## src/rtl/polyveck_make_hint_seq.sv

```systemverilog
// Dilithium make_hint sequencer: streams K*N (v0, v1) coefficient pairs out of
// the coefficient RAMs, evaluates one hint bit per cycle and emits the sparse
// hint encoding (positions of ones plus cumulative counts) for the packer.
// A pass aborts with reject as soon as the number of ones would exceed OMEGA.
module polyveck_make_hint_seq #(
    parameter int K      = 6,
    parameter int N      = 256,
    parameter int OMEGA  = 55,
    parameter int GAMMA2 = 261888,
    parameter int AW     = 11
) (
    input  logic                 clk,
    input  logic                 rst,
    input  logic                 start,
    output logic                 rd_en,
    output logic [AW-1:0]        rd_addr,
    input  logic signed [31:0]   rd_v0,
    input  logic signed [31:0]   rd_v1,
    output logic                 hint_valid,
    output logic [2:0]           hint_poly,
    output logic [7:0]           hint_idx,
    output logic                 poly_done,
    output logic [2:0]           poly_done_idx,
    output logic [6:0]           hint_cnt,
    output logic                 busy,
    output logic                 done,
    output logic                 reject
);

    localparam logic signed [31:0] G_POS    = 32'(GAMMA2);
    localparam logic signed [31:0] G_NEG    = -G_POS;
    localparam logic [AW-1:0]      LAST_ADR = AW'(K * N - 1);
    localparam logic [7:0]         LAST_COF = 8'(N - 1);
    localparam logic [6:0]         CNT_MAX  = 7'(OMEGA);

    typedef enum logic [2:0] {
        S_IDLE,
        S_RUN,
        S_DRAIN,
        S_FIN,
        S_ABORT
    } state_t;

    state_t          state_q, state_d;

    logic            rd_en_q, rd_en_d;
    logic [AW-1:0]   rd_addr_q, rd_addr_d;
    logic [2:0]      rd_poly_q, rd_poly_d;
    logic [7:0]      rd_coef_q, rd_coef_d;
    logic            vld_p1_q, vld_p1_d;
    logic [2:0]      ev_poly_q, ev_poly_d;
    logic [7:0]      ev_coef_q, ev_coef_d;
    logic            hint_valid_q, hint_valid_d;
    logic [2:0]      hint_poly_q, hint_poly_d;
    logic [7:0]      hint_idx_q, hint_idx_d;
    logic            poly_done_q, poly_done_d;
    logic [2:0]      poly_done_idx_q, poly_done_idx_d;
    logic [6:0]      cnt_q, cnt_d;
    logic            busy_q, busy_d;
    logic            done_q, done_d;
    logic            reject_q, reject_d;

    logic            start_acc;
    logic            eval;
    logic            hit;
    logic            ovf;
    logic            last_rd;

    // Per-coefficient hint rule; -GAMMA2 is the one boundary value whose hint depends on a1.
    function automatic logic make_hint(input logic signed [31:0] a0,
                                       input logic signed [31:0] a1);
        return (a0 > G_POS) || (a0 < G_NEG) || ((a0 == G_NEG) && (a1 != 32'sd0));
    endfunction

    // Qualifiers shared by the next-state and output logic.
    always_comb begin
        start_acc = start && (state_q == S_IDLE) && !busy_q;
        eval      = vld_p1_q && ((state_q == S_RUN) || (state_q == S_DRAIN));
        hit       = eval && make_hint(rd_v0, rd_v1);
        ovf       = hit && (cnt_q == CNT_MAX);
        last_rd   = (rd_addr_q == LAST_ADR);
    end

    // State register.
    always_ff @(posedge clk) begin
        if (rst) begin
            state_q <= S_IDLE;
        end else begin
            state_q <= state_d;
        end
    end

    // Next-state logic; an overflow preempts every other transition.
    always_comb begin
        state_d = state_q;
        case (state_q)
            S_IDLE:  if (start_acc) state_d = S_RUN;
            S_RUN: begin
                if (ovf)          state_d = S_ABORT;
                else if (last_rd) state_d = S_DRAIN;
            end
            S_DRAIN: state_d = ovf ? S_ABORT : S_FIN;
            S_FIN:   state_d = S_IDLE;
            S_ABORT: state_d = S_IDLE;
            default: state_d = S_IDLE;
        endcase
    end

    // Output logic: read sequencing, hint evaluation stage and pass status.
    always_comb begin
        rd_en_d         = 1'b0;
        rd_addr_d       = rd_addr_q;
        rd_poly_d       = rd_poly_q;
        rd_coef_d       = rd_coef_q;
        vld_p1_d        = rd_en_q;
        ev_poly_d       = rd_poly_q;
        ev_coef_d       = rd_coef_q;
        hint_valid_d    = 1'b0;
        hint_poly_d     = hint_poly_q;
        hint_idx_d      = hint_idx_q;
        poly_done_d     = 1'b0;
        poly_done_idx_d = poly_done_idx_q;
        cnt_d           = cnt_q;
        busy_d          = busy_q;
        done_d          = 1'b0;
        reject_d        = 1'b0;

        case (state_q)
            S_IDLE: begin
                if (start_acc) begin
                    rd_en_d   = 1'b1;
                    rd_addr_d = '0;
                    rd_poly_d = '0;
                    rd_coef_d = '0;
                    cnt_d     = '0;
                    busy_d    = 1'b1;
                end else if (done_q) begin
                    // busy covers the done cycle itself, then drops.
                    busy_d = 1'b0;
                end
            end
            S_RUN: begin
                if (!last_rd) begin
                    rd_en_d   = 1'b1;
                    rd_addr_d = rd_addr_q + AW'(1);
                    if (rd_coef_q == LAST_COF) begin
                        rd_coef_d = '0;
                        rd_poly_d = rd_poly_q + 3'd1;
                    end else begin
                        rd_coef_d = rd_coef_q + 8'd1;
                    end
                end
            end
            S_FIN: begin
                done_d = 1'b1;
            end
            S_ABORT: begin
                done_d   = 1'b1;
                reject_d = 1'b1;
            end
            default: ;
        endcase

        // The overflowing coefficient produces neither a hint nor a poly boundary.
        if (eval && !ovf) begin
            if (hit) begin
                hint_valid_d = 1'b1;
                hint_poly_d  = ev_poly_q;
                hint_idx_d   = ev_coef_q;
                cnt_d        = cnt_q + 7'd1;
            end
            if (ev_coef_q == LAST_COF) begin
                poly_done_d     = 1'b1;
                poly_done_idx_d = ev_poly_q;
            end
        end
    end

    // Datapath and status registers; a reset clears everything so a killed pass leaves no trace.
    always_ff @(posedge clk) begin
        if (rst) begin
            rd_en_q         <= 1'b0;
            rd_addr_q       <= '0;
            rd_poly_q       <= '0;
            rd_coef_q       <= '0;
            vld_p1_q        <= 1'b0;
            ev_poly_q       <= '0;
            ev_coef_q       <= '0;
            hint_valid_q    <= 1'b0;
            hint_poly_q     <= '0;
            hint_idx_q      <= '0;
            poly_done_q     <= 1'b0;
            poly_done_idx_q <= '0;
            cnt_q           <= '0;
            busy_q          <= 1'b0;
            done_q          <= 1'b0;
            reject_q        <= 1'b0;
        end else begin
            rd_en_q         <= rd_en_d;
            rd_addr_q       <= rd_addr_d;
            rd_poly_q       <= rd_poly_d;
            rd_coef_q       <= rd_coef_d;
            vld_p1_q        <= vld_p1_d;
            ev_poly_q       <= ev_poly_d;
            ev_coef_q       <= ev_coef_d;
            hint_valid_q    <= hint_valid_d;
            hint_poly_q     <= hint_poly_d;
            hint_idx_q      <= hint_idx_d;
            poly_done_q     <= poly_done_d;
            poly_done_idx_q <= poly_done_idx_d;
            cnt_q           <= cnt_d;
            busy_q          <= busy_d;
            done_q          <= done_d;
            reject_q        <= reject_d;
        end
    end

    assign rd_en         = rd_en_q;
    assign rd_addr       = rd_addr_q;
    assign hint_valid    = hint_valid_q;
    assign hint_poly     = hint_poly_q;
    assign hint_idx      = hint_idx_q;
    assign poly_done     = poly_done_q;
    assign poly_done_idx = poly_done_idx_q;
    assign hint_cnt      = cnt_q;
    assign busy          = busy_q;
    assign done          = done_q;
    assign reject        = reject_q;

endmodule
```

## config.mk

```make
export PLATFORM = sky130hd
export DESIGN_NAME = polyveck_make_hint_seq
export DESIGN_NICKNAME = d
export VERILOG_FILES = /design/src/rtl/polyveck_make_hint_seq.sv
export SDC_FILE = /design/constraint.sdc
export NUM_CORES = 1
export LEC_CHECK = 0
export CAP_MARGIN = 5
export CELL_PAD_IN_SITES_DETAIL_PLACEMENT = 1
export CELL_PAD_IN_SITES_GLOBAL_PLACEMENT = 2
export CORE_UTILIZATION = 23
export CTS_CLUSTER_DIAMETER = 150
export CTS_CLUSTER_SIZE = 16
export DETAILED_ROUTE_END_ITERATION = 12
export PLACE_DENSITY_LB_ADDON = 0.2
export SLEW_MARGIN = 25
export SYNTH_ARGS = -nofsm -noshare
export SYNTH_HDL_FRONTEND = slang
export SYNTH_SLANG_ARGS = --single-unit
```

## constraint.sdc

```tcl
create_clock -name clk -period 2.1 [get_ports clk]
set_input_delay 0.315 -clock clk [delete_from_list [all_inputs] [get_ports clk]]
set_output_delay 0.315 -clock clk [all_outputs]
set_load 0.03 [all_outputs]
```

; ---- Word level (Yosys, flattened, before mapping)
; Index checks and enable logic that the tools add are counted.
[word_totals]
ff_bits = 64
input_bits = 67
output_inout_bits = 38
word_cells = 90
[op_classes]
addsub = 4
n_lt_le_gt_ge = 2
eq_ne = 13
muxes = 29
bitwise_logic = 1
reduce_logical = 24
[op_table]
columns = cell, n
row1 = $eq A32 B19 Y1 const B, 1
row2 = $gt A32 B19 Y1 const B, 1
row3 = $lt A32 B19 Y1 const B, 1
row4 = $reduce_bool A32 Y1, 1
row5 = $mux W7, 4
row6 = $mux W8, 3
row7 = $mux W11, 2
row8 = $pmux W11 S2, 1
row9 = $mux W3, 7
row10 = $eq A8 B8 Y1 const B, 2
row11 = $pmux W8 S2, 1
row12 = $add A11 B1 Y11 const B, 1
row13 = $eq A11 B11 Y1 const B, 1
row14 = $pmux W3 S3, 1
row15 = $add A8 B1 Y8 const B, 1
row16 = $mux W1, 8
row17 = $reduce_and A2 Y1, 4
row18 = $add A7 B1 Y7 const B, 1
row19 = $eq A7 B6 Y1 const B, 1
row20 = $logic_and A1 B1 Y1, 7
row21 = $eq A3 B2 Y1 const B, 2
row22 = $pmux W3 S2, 1
row23 = $ne A2 B2 Y1 const B, 2
row24 = $reduce_and A4 Y1, 1
row25 = other kinds (13), 18

; ---- Depth between registers and ports, before layout
; Gate-level depths: netlist of run 1.
[depth]
ltp_word = 9
ltp_mapped = 8
mapped_depth_nobuf = 7

; ---- Least setup slack after synthesis of run 1
; Ideal clock, no wire load.
[synth_timing]
kind = reg-to-reg
from = register rd_addr_q[0] (netlist: rd_addr[0])
to = register rd_addr_q[4] (netlist: rd_addr[4])
setup_ns = 0.128
t_arrival_ns = 2.129
required_time_ns = 1.972
setup_slack_ns = -0.157
path_stages_with_launch = 9
path_buffers = 1
synth_period_minus_slack_ns = 2.257
cell_sequence = dfxtp_1 -> ha_1 -> nand4_1 -> o41ai_2 -> clkbuf_1 -> nand2_1 -> nand4_1 -> xor2_1 -> nor2_1
[synth_via]
elab_chain_cells = 3
elab_cells_between_ends = 6
cone_classes = 1 x add/sub / 2 x eq/ne / 2 x mux / 1 x reduce/logical
[synth_rtl]
columns = item, line
row1 = start: declaration, 47  ; logic [AW-1:0] rd_addr_q, rd_addr_d;
row2 = start signal: assignment, 200  ; rd_addr_q <= rd_addr_d;
row3 = $add A11 B1 Y11 or $eq A11 B11 Y1 (tied branches), "145, 81"
row4 = $mux W11 or $ne A2 B2 Y1 (tied branches), n/a
row5 = $pmux W11 S2 or $reduce_and A3 Y1 (tied branches), n/a
; Several ways; a longest one is shown, not always the timed one. The select of a mux whose other input is x is not followed.
; A chain may end at the register's enable or synchronous reset.

; ---- Worst setup path after layout of run 1
[layout_timing]
from = input port rd_v0[15]
to = register hint_poly_q[0] (netlist: hint_poly[0])
[layout_via]
elab_chain_cells = 8
elab_cells_between_ends = 11
cone_classes = 2 x order compare / 1 x eq/ne / 8 x reduce/logical
[layout_rtl]
columns = item, line
row1 = start: declaration, 17  ; input logic signed [31:0] rd_v0,
row2 = $gt A32 B19 Y1 (tied with other cells), 72  ; return (a0 > G_POS) || (a0 < G_NEG) || ((a0 == G_NEG) && (a1 != 32'sd0));
row3 = $logic_or A1 B1 Y1 or $logic_and A1 B1 Y1 (tied branches), 72
row4 = $logic_or A1 B1 Y1 *, 72
row5 = $logic_and A1 B1 Y1 *, 79  ; hit = eval && make_hint(rd_v0, rd_v1);
row6 = $logic_and A1 B1 Y1, 80  ; ovf = hit && (cnt_q == CNT_MAX);
row7 = $logic_not A1 Y1, 165  ; if (eval && !ovf) begin
row8 = $logic_and A1 B1 Y1, 165
row9 = $reduce_and A2 Y1 (no source line) *, n/a
row10 = end signal: assignment, 207  ; hint_poly_q <= hint_poly_d;
row11 = end: declaration, 54  ; logic [2:0] hint_poly_q, hint_poly_d;
; Every way passes the cells marked *; elsewhere a longest branch is shown, timed or not.

==> impl_results.md, run 1 <==
* Outcome: completed
* DR WL/cell at 15.15 um
* Critical path capture point type: flop
* EDFF count, synth at 0
* Drt drc at 0
* Worst path required time at around 2.4 ns
* YS warnings at 0
* CTS buffer count at 9
* Max-slew violation count at 0
* # fillers at between 1000 and 1500
* Synth Flop Type: dfxtp_1
* Final WL at between 9 and 10 mm
* Mapped Avg Cell Area at about 8.9 um^2
* Via count at 2950
* Clock Sinks at 64
* Tot Pwr at between 3 and 4 mW
* TNS Setup at 0 ns
* Final GP Congestion at roughly 0.76
* Hold buffer count at CTS at 0
* CTS root buf: clkbuf_16
* Final Critical Period at roughly 2.0 ns
* Crit path kind: primary input to flop
* Post-layout worst setup margin at 0.08964 ns
* Post-synth top area share at around 45%
* Via density at 4.560
* CP arrival at ~2.3 ns
* Syn Inst Count at 323
* Leakage Power at approximately 1.9 nW
* IO Pins at 105
* Post-route ant nets at 0
* Number of port buffers at 104
* Worst-path fanout max at 6
* Layout cells sized above 1 at around 22%
* Setup Slack @ Placement at -0.6098 ns
* Final core utilization at 41.29%
* GRT Util Overall at around 16%
* Clock buffer depth at 2
* Initial antenna violation count at 0
* Max Clk Rate at a little under 500 MHz
* Slew HR at 73.64%
* Dpl hpwl at roughly 7.2 mm
* Register area share after synthesis at between 40% and 50%
* Clock Latency Late Sink at between 0.3 and 0.4 ns
* CTS tree: built
* Setup-failing EPs final at 0
* Worst-path clk slew at ~0.060 ns
* Flop and latch count out of synthesis at between 60 and 70
* Area of the mapped netlist at about 2900 um^2
* Tightest Pin Transition at between 0.3 and 0.4 ns
* Largest net degree at the start of global routing at 23
* Max-cap viol count at 0
* Cell family with most CP delay: simple AND/OR/NAND/NOR gates
* Initial core utilization at 23.77%
* CP Buf/Inv Count at 3
* DR iter-0 viols at 65
* # rows at 40
* Final worst-path cycle share at 95.73%
* Non-filler instance count after layout at 647
* Worst VDD drop at between 300 and 400 uV
* Global route overflow at 0
* First-pass GRT wire length at around 16 mm
* Inst Count DP at slightly above 600
* Core footprint at around 12000 um^2
* Cell taking the most area after synthesis: dfxtp_1
* H-Tree Depth at 3
* Antenna Cells at 0
* Power density over the cells at about 700 nW/um^2
* Async set or reset register ratio after synthesis at 0%
* Die W at 113.6 um
* Top cells by area, synth: dfxtp_1 (45%), nor2_1 (4.5%), nand4_1 (3.7%), nor4_1 (3.7%), a21oi_1 (3.5%)
* Startpoint types: primary input
* Vias in the first global route at around 3100
* Die footprint at around 13000 um^2
* Post-synthesis net count at approximately 400
* TritonRoute pass-1 iters at 4
* Area Growth Syn to Fin at 73.72%
* Clock skew at 0.003538 ns
* Die Height at 113.6 um
* Max incr delay on CP at roughly 0.49 ns
* Slowest CP cell: or4_4
* Cells along the critical path: dlygate4sd2_1 -> or4_4 -> nor3_4 -> buf_4 -> o2111ai_4 -> nor2_4 -> buf_2 -> o21ai_1 -> a21oi_1
* Nets at 545
* Final hold vios at 0
* Hold Crit Class: flop to flop
* Yosys cell types at 48
## placed cells by master (no fill, tap or decap), types with 3 or more instances in the layout
cell	synthesis	final
clkdlybuf4s50_1	0	88
or2_2	3	3
xor2_1	8	8
dlymetal6s2s_1	0	12
nor2b_1	13	13
nand2b_1	7	7
inv_1	7	7
or4_4	0	3
clkinv_4	0	3
nor4_1	17	12
mux2i_1	6	6
nand4_1	17	17
xnor2_1	10	10
nor3_1	4	4
clkbuf_16	0	9
buf_6	0	4
nor2_1	34	33
o21ai_1	12	11
nand2_1	21	20
and4_1	3	3
nor3_4	1	3
nand3_1	17	17
buf_4	1	42
dfxtp_1	64	62
nor4_2	0	5
ha_1	4	3
a21oi_1	20	18
## kinds of logic (layout without fill, tap and decap cells)
kind of cell             count (synthesis)  in the layout  synth area share (%)
multiplexers                             8              8                 2.881
XOR/XNOR                                18             18                 5.500
AND/OR/NAND/NOR                        160            160                 31.47
flip-flops                              64             64                 44.70
buffers and inverters                   20            176                 2.925
AO/OA/AOI/OAI                           49             49                 10.78
adder cells (fa/ha/maj)                  4              4                 1.746
## where the power goes
part	leakage, nW	internal [mW]	switching, mW	total (mW)
clock network	0.149	0.955	0.580	1.53
registers	0.518	1.26	0.0357	1.29
logic	1.21	0.356	0.331	0.687
total	1.88	2.57	0.947	3.52
## final timing paths
path	startpoint	end	slack, ns	depth (start not counted)
worst max register to register	state_q[0]	poly_done_idx[2]	0.12	8
worst min register to register	rd_en	vld_p1_q	0.46	1
worst min-delay path	rd_en	vld_p1_q	0.46	1
worst max-delay path	rd_v0[15]	hint_poly[0]	0.09	9
## Yosys cell counts, types with 6 or more instances
master and count:
a21oi_1 20, clkbuf_1 8, dfxtp_1 64, inv_1 7, mux2i_1 6, nand2_1 21, nand2b_1 7, nand3_1 17
nand4_1 17, nor2_1 34, nor2b_1 13, nor4_1 17, o21ai_1 12, xnor2_1 10, xor2_1 8
## layout make-up
| class | count | area (um^2) | share of cell area, % |
|---|---|---|---|
| multi-input cells | 239 | 1675 | 33.64 |
| repair buffers | 153 | 1476 | 29.65 |
| flip-flops and latches | 64 | 1284 | 25.78 |
| clock buffers | 10 | 239.0 | 4.799 |
| well taps | 168 | 210.2 | 4.221 |
| clock inverters | 6 | 68.82 | 1.382 |
| inverters | 7 | 26.28 | 0.5276 |
## what timing repair did
| item | 4_1_cts | 5_1_grt |
|---|---|---|
| endpoints found under the setup margin | 27 | 38 |
| resized for setup | 24 | 35 |
| setup buffers | 5 | 3 |
| pin swaps | 3 | 22 |
| endpoints found under the hold margin | 0 | 0 |
| gates cloned | 1 | 1 |
## stage by stage
stage | hold slack [ns] | cell area [um^2]
after detailed placement | 0.4591 | 4355
after global placement | 0.4501 | 4355
after CTS | 0.4673 | 4811
after floorplan | 0.4499 | 2870
final | 0.4641 | 4980
after global routing | 0.4893 | 4980
## sequential cells by signal (all words and copies together), names as in the netlist, 3 cells and up
register       flops
ev_coef_d          8
ev_coef_q          8
ev_poly_d          3
ev_poly_q          3
hint_cnt           7
hint_idx           8
hint_poly          3
poly_done_idx      3
rd_addr           11
state_q            3
## metal layers
metal	vias to the layer above	global-route usage, %	wire [um]	part of all wire, %
met1	1409	20.17	4630	47
met2	59	27.52	4722	48
met5	-	0	0	0
met4	0	5.351	153	1.6
met3	12	3.773	293	3.0
li1	1470	-	-	-
Power figures use the tool's default switching activity.
==> run 2: changes to the inputs <==
--- a/config.mk
+++ b/config.mk
@@ -12,7 +12,7 @@
 export CTS_CLUSTER_DIAMETER = 150
 export CTS_CLUSTER_SIZE = 16
 export DETAILED_ROUTE_END_ITERATION = 12
-export PLACE_DENSITY_LB_ADDON = 0.2
+export PLACE_DENSITY = 0.76
 export SLEW_MARGIN = 25
 export SYNTH_ARGS = -nofsm -noshare
 export SYNTH_HDL_FRONTEND = slang
==> impl_results.md, run 2 (synthesis results as in run 1) <==
* Outcome: completed
* Final worst-path cycle share at between 90% and 100%
* Max incr delay on CP at between 0.5 and 0.6 ns
* Cells along the critical path: xnor2_2 -> or3b_4 -> or4_4 -> nor3_4 -> buf_6 -> nor3_4 -> mux2i_1
* Combinational fraction of design power at 17.4%
* Via count at 2955
* Antenna Cells at 0
* FF-to-FF Start: state_q[1]
* DR WL/cell at between 15 and 20 um
* Crit path kind: flop to flop
* IO Pins at between 100 and 150
* Core footprint at approximately 12000 um^2
* Inst Count DP at 615
* Largest net degree at the start of global routing at 32
* Sw Share at between 20% and 30%
* Clock buffer depth at 2
* Power density over the cells at roughly 750 nW/um^2
* Die W at 113.6 um
* End of the worst register-to-register path: poly_done_idx[1]
* Via density at 4.632
* Drt drc at 0
* # rows at 40
* Slowest CP cell: or4_4
* Clk network pwr share at between 40 and 50%
* Final Critical Period at 2.039 ns
* Worst path required time at between 2 and 2.5 ns
* # fillers at 1347
* Final hold slack at 0.4655 ns
* Internal at 2.760 mW
* Number of port buffers at approximately 100
* Initial core utilization at about a quarter
* Clock Sinks at 64
* Worst-path clk slew at roughly 0.060 ns
* Critical path capture point type: flop
* First-pass GRT wire length at 15.90 mm
* Final hold vios at 0
* Max Clk Rate at between 400 and 500 MHz
* RSZ-0062 raised after global routing: yes
* Post-route ant nets at 0
* DR iter-0 viols at 71
* Vias in the first global route at 3167
* Commonest cells after routing, fill and taps aside: clkdlybuf4s50_1 (82), dfxtp_1 (58), nor2_1 (32), buf_4 (32), nand2_1 (20)
* Global route overflow at 0
* TNS Setup at 0 ns
* Die Height at around 110 um
* GRT Util Overall at 15.71%
* Most Frequent Cell on Critical Path: nor3_4
* Worst-path fanout max at 3
* Leakage Power at approximately 1.9 nW
* Tightest Pin Transition at around 0.38 ns
* Max-slew violation count at 0
* Non-filler instance count after layout at about 640
* Nets at roughly 540
* Cell family with most CP delay: simple AND/OR/NAND/NOR gates
* Min-delay src: hint_idx[1]
* Clock skew at 0.006940 ns
* Area Growth Syn to Fin at 73.64%
* Dpl hpwl at approximately 7.4 mm
* Die footprint at 12910 um^2
* H-Tree Depth at 3
* Max FFs per register at 11
* Worst VDD drop at 346.4 uV
* TritonRoute pass-1 iters at 4
* Hold depth at 2
* Clock Latency Late Sink at 0.33 ns
* Final core utilization at slightly above 40%
* CP arrival at approximately 2.3 ns
* Layout cells sized above 1 at between 20% and 30%
* Most common cell after layout, fill and taps aside: clkdlybuf4s50_1
* CTS tree: built
* Hold EP: hint_idx[1]
* Initial antenna violation count at 0
* Setup-failing EPs final at 0
* Hold Crit Class: flop to flop
* Max-cap viol count at 0
* Final GP Congestion at between 0.7 and 0.8
* CTS root buf: clkbuf_16
* Startpoint types: flop
* CP Buf/Inv Count at 1
* Hold buffer count at CTS at 0
* CTS buffer count at 9
* Final WL at just over 10 mm
* Path depth of the worst reg2reg path at 7
* Sequential share of power at 35.0%
* Reg-to-reg slack, setup at roughly 0.06 ns
* Switching pwr at approximately 0.95 mW
* Slew HR at 74.54%
## run 2: repair_timing
action                     in CTS  in global routing
setup endpoints to repair      26                 39
pin swaps                       8                 30
cloned                          1                  1
buffers inserted                1                  6
gates resized for setup        29                 56
## run 2: routing by layer
metal  global-route usage (%)  vias up  wire, um
li1                         -     1448         -
met1                    18.55     1391      4355
met2                    27.97      104      4813
met3                    4.198       12       743
met4                    4.211        0       140
met5                        0        -         0
## run 2: layout make-up
cell class | count | area (um^2) | area share, %
tap | 168 | 210.2 | 4.223
clock inverter | 7 | 125.1 | 2.514
sequential | 64 | 1289 | 25.89
clock buffer | 9 | 225.2 | 4.525
inverter | 7 | 26.28 | 0.5279
multi-input combinational | 239 | 1709 | 34.34
timing repair buffer | 144 | 1393 | 27.98
## run 2: worst max-delay path by stage
stage / endpoint / slack (ns) / cells past startpoint / start
after floorplan: hint_cnt[2] / 0.01 / 6 / hint_cnt[0]
after global placement: hint_cnt[1] / -0.51 / 7 / rd_v0[13]
after detailed placement: hint_idx[5] / -0.56 / 7 / rd_v0[13]
after CTS: hint_cnt[2] / -0.01 / 7 / rd_v0[13]
after global routing: hint_cnt[6] / -0.02 / 10 / rd_v0[1]
final: poly_done_idx[1] / 0.06 / 7 / state_q[1]
## run 2: tightest hold or removal path, stage by stage, from the launching register on
cell     delay (ns)
dfxtp_1        0.31
nand3_1        0.06
a21oi_1        0.05
## run 2: per-stage QoR
stage / setup WS, ns / instance area, um^2 / power (mW)
after floorplan: 0.01406 / 2870 / 1.570
after global placement: -0.5110 / 4323 / 1.886
after detailed placement: -0.5590 / 4323 / 1.901
after CTS: -0.01381 / 4771 / 3.699
after global routing: -0.01978 / 4977 / 3.856
final: 0.06089 / 4977 / 3.714
## run 2: power groups by stage
stage,combinational [mW],clock [mW],sequential (mW)
6_report,0.648,1.77,1.30
3_3_place_gp,0.570,0,1.32
2_1_floorplan,0.226,0,1.34
3_5_place_dp,0.584,0,1.32
5_1_grt,0.700,1.85,1.30
4_1_cts,0.600,1.81,1.29
